File: src/rtl/reel_spinner.sv
// Three decimal reels stepped on a divided clock and stopped one at a time
// by a synchronised, debounced player button; feeds the digit display path.
module reel_spinner #(
    parameter int unsigned DIV      = 4,
    parameter int unsigned DEBOUNCE = 3
) (
    input  logic       clk,
    input  logic       rst_n,
    input  logic       in,
    output logic [3:0] digit1,
    output logic [3:0] digit2,
    output logic [3:0] digit3,
    output logic       spinning,
    output logic       done,
    output logic       round_end
);

    localparam int unsigned DIG_W = 4;
    localparam int unsigned SUM_W = DIG_W + 1;
    localparam int unsigned PRE_W = $clog2(DIV);
    localparam int unsigned DB_W  = $clog2(DEBOUNCE + 1);

    localparam logic [PRE_W-1:0] PRE_MAX = PRE_W'(DIV - 1);
    localparam logic [DB_W-1:0]  DB_MAX  = DB_W'(DEBOUNCE);
    localparam logic [DIG_W-1:0] STEP1   = DIG_W'(1);
    localparam logic [DIG_W-1:0] STEP2   = DIG_W'(3);
    localparam logic [DIG_W-1:0] STEP3   = DIG_W'(7);

    typedef enum logic [2:0] {
        ST_IDLE     = 3'd0,
        ST_SPIN_ALL = 3'd1,
        ST_SPIN_23  = 3'd2,
        ST_SPIN_3   = 3'd3,
        ST_DONE     = 3'd4
    } state_t;

    state_t            r_state;
    state_t            w_state_nxt;

    logic              r_sync1;
    logic              r_sync2;
    logic [DB_W-1:0]   r_db_cnt;
    logic [DB_W-1:0]   w_db_cnt_nxt;
    logic              r_db_lvl;
    logic              r_db_lvl_d;
    logic              w_press;

    logic [PRE_W-1:0]  r_pre;
    logic [PRE_W-1:0]  w_pre_nxt;
    logic              w_spin_cur;
    logic              w_tick;

    logic              w_run1;
    logic              w_run2;
    logic              w_run3;
    logic              w_spin_nxt;
    logic              w_done_nxt;
    logic              w_round_end_nxt;

    logic [DIG_W-1:0]  r_digit1;
    logic [DIG_W-1:0]  r_digit2;
    logic [DIG_W-1:0]  r_digit3;
    logic              r_spinning;
    logic              r_done;
    logic              r_round_end;

    // Mod-10 add of a BCD digit and a step below 10
    function automatic logic [DIG_W-1:0] bcd_step(input logic [DIG_W-1:0] d,
                                                  input logic [DIG_W-1:0] inc);
        logic [SUM_W-1:0] sum;
        sum = {1'b0, d} + {1'b0, inc};
        if (sum >= SUM_W'(10)) begin
            sum = sum - SUM_W'(10);
        end
        return sum[DIG_W-1:0];
    endfunction

    // Debounce counter saturates so a long hold never wraps into a second press
    always_comb begin
        w_db_cnt_nxt = '0;
        if (r_sync2) begin
            w_db_cnt_nxt = (r_db_cnt == DB_MAX) ? r_db_cnt : r_db_cnt + DB_W'(1);
        end
    end

    always_ff @(posedge clk or negedge rst_n) begin
        if (!rst_n) begin
            r_sync1    <= 1'b0;
            r_sync2    <= 1'b0;
            r_db_cnt   <= '0;
            r_db_lvl   <= 1'b0;
            r_db_lvl_d <= 1'b0;
        end else begin
            r_sync1    <= in;
            r_sync2    <= r_sync1;
            r_db_cnt   <= w_db_cnt_nxt;
            r_db_lvl   <= r_sync2 & (r_db_lvl | (w_db_cnt_nxt == DB_MAX));
            r_db_lvl_d <= r_db_lvl;
        end
    end

    assign w_press = r_db_lvl & ~r_db_lvl_d;

    assign w_spin_cur = (r_state == ST_SPIN_ALL) || (r_state == ST_SPIN_23) ||
                        (r_state == ST_SPIN_3);
    assign w_tick     = w_spin_cur && (r_pre == PRE_MAX);

    // Next state plus reel-run enables taken from the next state, so a reel
    // being stopped on a tick cycle does not advance
    always_comb begin
        w_state_nxt     = r_state;
        w_run1          = 1'b0;
        w_run2          = 1'b0;
        w_run3          = 1'b0;
        w_spin_nxt      = 1'b0;
        w_done_nxt      = 1'b0;
        w_round_end_nxt = 1'b0;

        case (r_state)
            ST_IDLE:     if (w_press) w_state_nxt = ST_SPIN_ALL;
            ST_SPIN_ALL: if (w_press) w_state_nxt = ST_SPIN_23;
            ST_SPIN_23:  if (w_press) w_state_nxt = ST_SPIN_3;
            ST_SPIN_3:   if (w_press) w_state_nxt = ST_DONE;
            ST_DONE:     if (w_press) w_state_nxt = ST_SPIN_ALL;
            default:     w_state_nxt = ST_IDLE;
        endcase

        case (w_state_nxt)
            ST_SPIN_ALL: begin
                w_run1     = 1'b1;
                w_run2     = 1'b1;
                w_run3     = 1'b1;
                w_spin_nxt = 1'b1;
            end
            ST_SPIN_23: begin
                w_run2     = 1'b1;
                w_run3     = 1'b1;
                w_spin_nxt = 1'b1;
            end
            ST_SPIN_3: begin
                w_run3     = 1'b1;
                w_spin_nxt = 1'b1;
            end
            ST_DONE: begin
                w_done_nxt      = 1'b1;
                w_round_end_nxt = (r_state == ST_SPIN_3);
            end
            default: ;
        endcase
    end

    // Prescaler restarts on every entry to SPIN_ALL and idles outside spin states
    always_comb begin
        w_pre_nxt = '0;
        if ((w_state_nxt == ST_SPIN_ALL) && (r_state != ST_SPIN_ALL)) begin
            w_pre_nxt = '0;
        end else if (w_spin_cur) begin
            w_pre_nxt = w_tick ? '0 : r_pre + PRE_W'(1);
        end
    end

    always_ff @(posedge clk or negedge rst_n) begin
        if (!rst_n) begin
            r_state     <= ST_IDLE;
            r_pre       <= '0;
            r_digit1    <= '0;
            r_digit2    <= '0;
            r_digit3    <= '0;
            r_spinning  <= 1'b0;
            r_done      <= 1'b0;
            r_round_end <= 1'b0;
        end else begin
            r_state     <= w_state_nxt;
            r_pre       <= w_pre_nxt;
            r_spinning  <= w_spin_nxt;
            r_done      <= w_done_nxt;
            r_round_end <= w_round_end_nxt;
            if (w_tick && w_run1) r_digit1 <= bcd_step(r_digit1, STEP1);
            if (w_tick && w_run2) r_digit2 <= bcd_step(r_digit2, STEP2);
            if (w_tick && w_run3) r_digit3 <= bcd_step(r_digit3, STEP3);
        end
    end

    assign digit1    = r_digit1;
    assign digit2    = r_digit2;
    assign digit3    = r_digit3;
    assign spinning  = r_spinning;
    assign done      = r_done;
    assign round_end = r_round_end;

endmodule

File: config.mk
export PLATFORM = sky130hd
export DESIGN_NAME = reel_spinner
export DESIGN_NICKNAME = d
export VERILOG_FILES = /design/src/rtl/reel_spinner.sv
export SDC_FILE = /design/constraint.sdc
export NUM_CORES = 1
export LEC_CHECK = 0
export CORE_MARGIN = 1.5
export CORE_UTILIZATION = 49
export CTS_BUF_LIST = sky130_fd_sc_hd__clkbuf_8 sky130_fd_sc_hd__clkbuf_16
export CTS_CLUSTER_SIZE = 28
export DETAILED_ROUTE_END_ITERATION = 6
export PLACE_DENSITY = 0.74
export SLEW_MARGIN = 20
export SYNTH_ARGS = -nofsm -noshare
export SYNTH_HDL_FRONTEND = slang
export SYNTH_SLANG_ARGS = --single-unit
File: constraint.sdc
create_clock -name clk -period 1.8 [get_ports clk]
set_input_delay 0.36 -clock clk [delete_from_list [all_inputs] [get_ports clk]]
set_output_delay 0.36 -clock clk [all_outputs]
set_load 0.005 [all_outputs]
==> flow_metrics.tcl <==
set metrics [dict create \
    hp-class "reg2reg" \
    rsz0062_at_grt "yes" \
    start_util_pct 52.5 \
    outcome "finished, violations left" \
    drt-total-wl_um 3490 \
    required_ns 1.97 \
    fmax_ghz 0.531 \
    relSlewSlack_pct 77.0 \
    die_area_sq_um 3320 \
    setup_tns_ns -0.241 \
    cts_tree "built" \
    synth_commonest_cells "dfrtp_1, ha_1, inv_1, nand2_1" \
    fin_crit_sh_pct 105 \
    muxShareOfSynthArea_pct 0 \
    globalplace.congestion 0.845 \
    tightest_slew_ns 0.345 \
    drive_gt1_share_pct 31.8 \
    syn-instance-count 146 \
    leakagePower_nw 0.901 \
    port_buffers 17 \
    synthAdderAreaFrac_pct 8.57 \
    violations "setup timing" \
    synth_compound_area_share_pct 16.3 \
    dp_slack_ns -0.167 \
    async_flop_share_pct 100 \
    synth_seq_cells 26 \
    grt_pass1_wl_um 5580 \
    dr.pass1.iters 4 \
    synth_edf_count 0 \
    crit_slowest_cell "dfrtp_1" \
    coreArea_sq_um 2780 \
    synthToLayoutAreaGrowth_pct 42.9 \
    clk_pin_slew_ns 0.09 \
    maxCapViolations 0 \
    clkLatencyLatePin_ns 0.27 \
    grt.overflow.total 0 \
    diodes 0 \
    placed_area_sq_um 1850 \
    whs_ns 0.359 \
    ys.flop_type "dfrtp_1" \
    drt_iter0_drc 66 \
    cts_sinks 26 \
    arrival_ns 2.05 \
    dp_hpwl_um 2240 \
    maxSlewViolCount 0 \
    setup_violations 4 \
    remaining_drc_errors 0 \
    max_stage_delay_ns 0.40 \
    hold_buffers 0 \
    grt.total_usage_pct 21.7 \
    seq_area_frac_synth_pct 44.6 \
    vias 1256 \
    grt_pass1_vias 1274 \
    fin_crit_ns 1.88 \
    syn_nets 159 \
    cp_max_fo 3 \
    synth_area_per_cell_sq_um 10.0 \
    io_pins 18 \
    setup_ws_ns -0.0840 \
    crit_path_start_kind "flip-flop" \
    synth_cell_types 41 \
    p_per_area_nw_per_um2 1760 \
    wl_per_cell_um 15.6 \
    crit_type "reg2reg" \
    path_cells "inv_1, ha_2, nand2b_4, nor2b_4, ha_4, inv_2, a211o_1, o211a_1, a221o_1" \
    cp-end-kind "flip-flop" \
    cts_buffer_depth 2 \
    peakVddDrop_v 0.00132 \
    nets 206 \
    numCtsBuffers 3 \
    fin_area_sq_um 2090 \
    grt_max_degree 27 \
    synth.most_common_cell "dfrtp_1" \
    die_h_um 57.6 \
    yosys.area_share.simple_pct 18.7 \
    syn_area_sq_um 1460 \
    finClkSkew_ns 0.00779 \
    drtAntennaViolNets 0 \
    synth_area_leaders "dfrtp_1, ha_1, xnor2_1" \
    synth_warnings 0 \
    clock-root-buffer "clkbuf_8" \
    die_width_um 57.6 \
    synth_xor_area_share_pct 7.20 \
    viasPerCell 5.63 \
    fp-row-count 19 \
    antenna_found_initial 0 \
    synth_top_family_by_area "simple AND/OR/NAND/NOR gates" \
    h-tree-depth 1 \
    hold_viol 0 \
    synth_top_cell_area_share_pct 44.6 \
    yosysTopAreaCell "dfrtp_1" \
]
## cell families (layout without fill, tap and decap cells)
logic type	Yosys count	after routing
AO/OA/AOI/OAI	35	35
XOR/XNOR	12	12
adder cells (fa/ha/maj)	10	10
buffers and inverters	16	62
flip-flops	26	26
AND/OR/NAND/NOR	47	47
## registers in the layout, indices dropped and copies added, names as in the netlist
name / cells
r_db_lvl: 1
done: 1
digit1: 4
r_db_cnt: 2
round_end: 1
r_pre: 2
digit3: 4
r_db_lvl_d: 1
spinning: 1
r_state: 3
r_sync2: 1
r_sync1: 1
digit2: 4
## per-layer routing
metal,up-vias,track usage [%],share of wire [%]
met1,611,27.4,42
li1,609,-,-
met5,-,0,0
met4,0,5.65,1.8
met2,29,37.8,52
met3,7,4.08,3.9
## repair_timing
action,in CTS,in global routing
gates resized for setup,10,15
buffers inserted,6,2
pin swaps,4,5
cloned,0,0
setup endpoints to repair,6,9
## stage by stage
| stage | std cells | util (%) | power (mW) |
|---|---|---|---|
| finish | 223 | 75.0 | 3.68 |
| floorplan | 146 | - | 2.02 |
| CTS | 221 | 71.9 | 3.41 |
| global placement | 211 | 66.4 | 2.64 |
| global route | 223 | 75.0 | 3.92 |
| detailed placement | 211 | 66.4 | 2.74 |
## cells in the final DEF (no fill, tap or decap), types with 3 or more instances in the layout
master and instances:
a21oi_1 7, buf_4 31, clkbuf_8 3, clkdlybuf4s50_1 16
dfrtp_1 23, dfrtp_2 3, ha_1 3, ha_2 3
ha_4 4, inv_1 8, nand2_1 10, nand2b_1 3
nor2_1 5, nor2b_1 4, nor3_1 4, nor3b_1 3
o21ai_0 3, o21ai_1 5, xnor2_1 5, xor2_1 5
## area by class of cell
| class | count | area, sq um |
|---|---|---|
| inverters | 10 | 37.5 |
| flip-flops and latches | 26 | 654 |
| well taps | 31 | 38.8 |
| clock inverters | 1 | 30.0 |
| clock buffers | 3 | 41.3 |
| repair buffers | 48 | 402 |
| multi-input cells | 104 | 883 |
| fillers | 212 | 694 |
## critical path, delay by kind of cell, from the launching register on
family | cells | cell delay, ns
buffers and inverters | 2 | 0.10
AOI/OAI and AO/OA | 3 | 0.68
and+or+nand+nor | 2 | 0.27
DFF | 1 | 0.40
adders and majority gates | 2 | 0.32
## worst paths after layout
check	start	to	slack [ns]	depth (start not counted)
max in group asynchronous	rst_n	digit1[1]	1.07	2
worst max-delay path	digit3[0]	digit3[2]	-0.08	9
worst min register to register	r_sync1	r_sync2	0.36	0
worst max register to register	digit3[0]	digit3[2]	-0.08	9
min in group asynchronous	rst_n	digit2[0]	0.44	2
worst min-delay path	r_sync1	r_sync2	0.36	0
## power by group
| group | leakage [nW] | switching (mW) | internal [mW] |
|---|---|---|---|
| Clock | 0.0357 | 0.186 | 0.298 |
| Sequential | 0.317 | 0.181 | 0.759 |
| Combinational | 0.548 | 0.970 | 1.28 |
| Total | 0.901 | 1.34 | 2.34 |
Power figures use the tool's default switching activity.
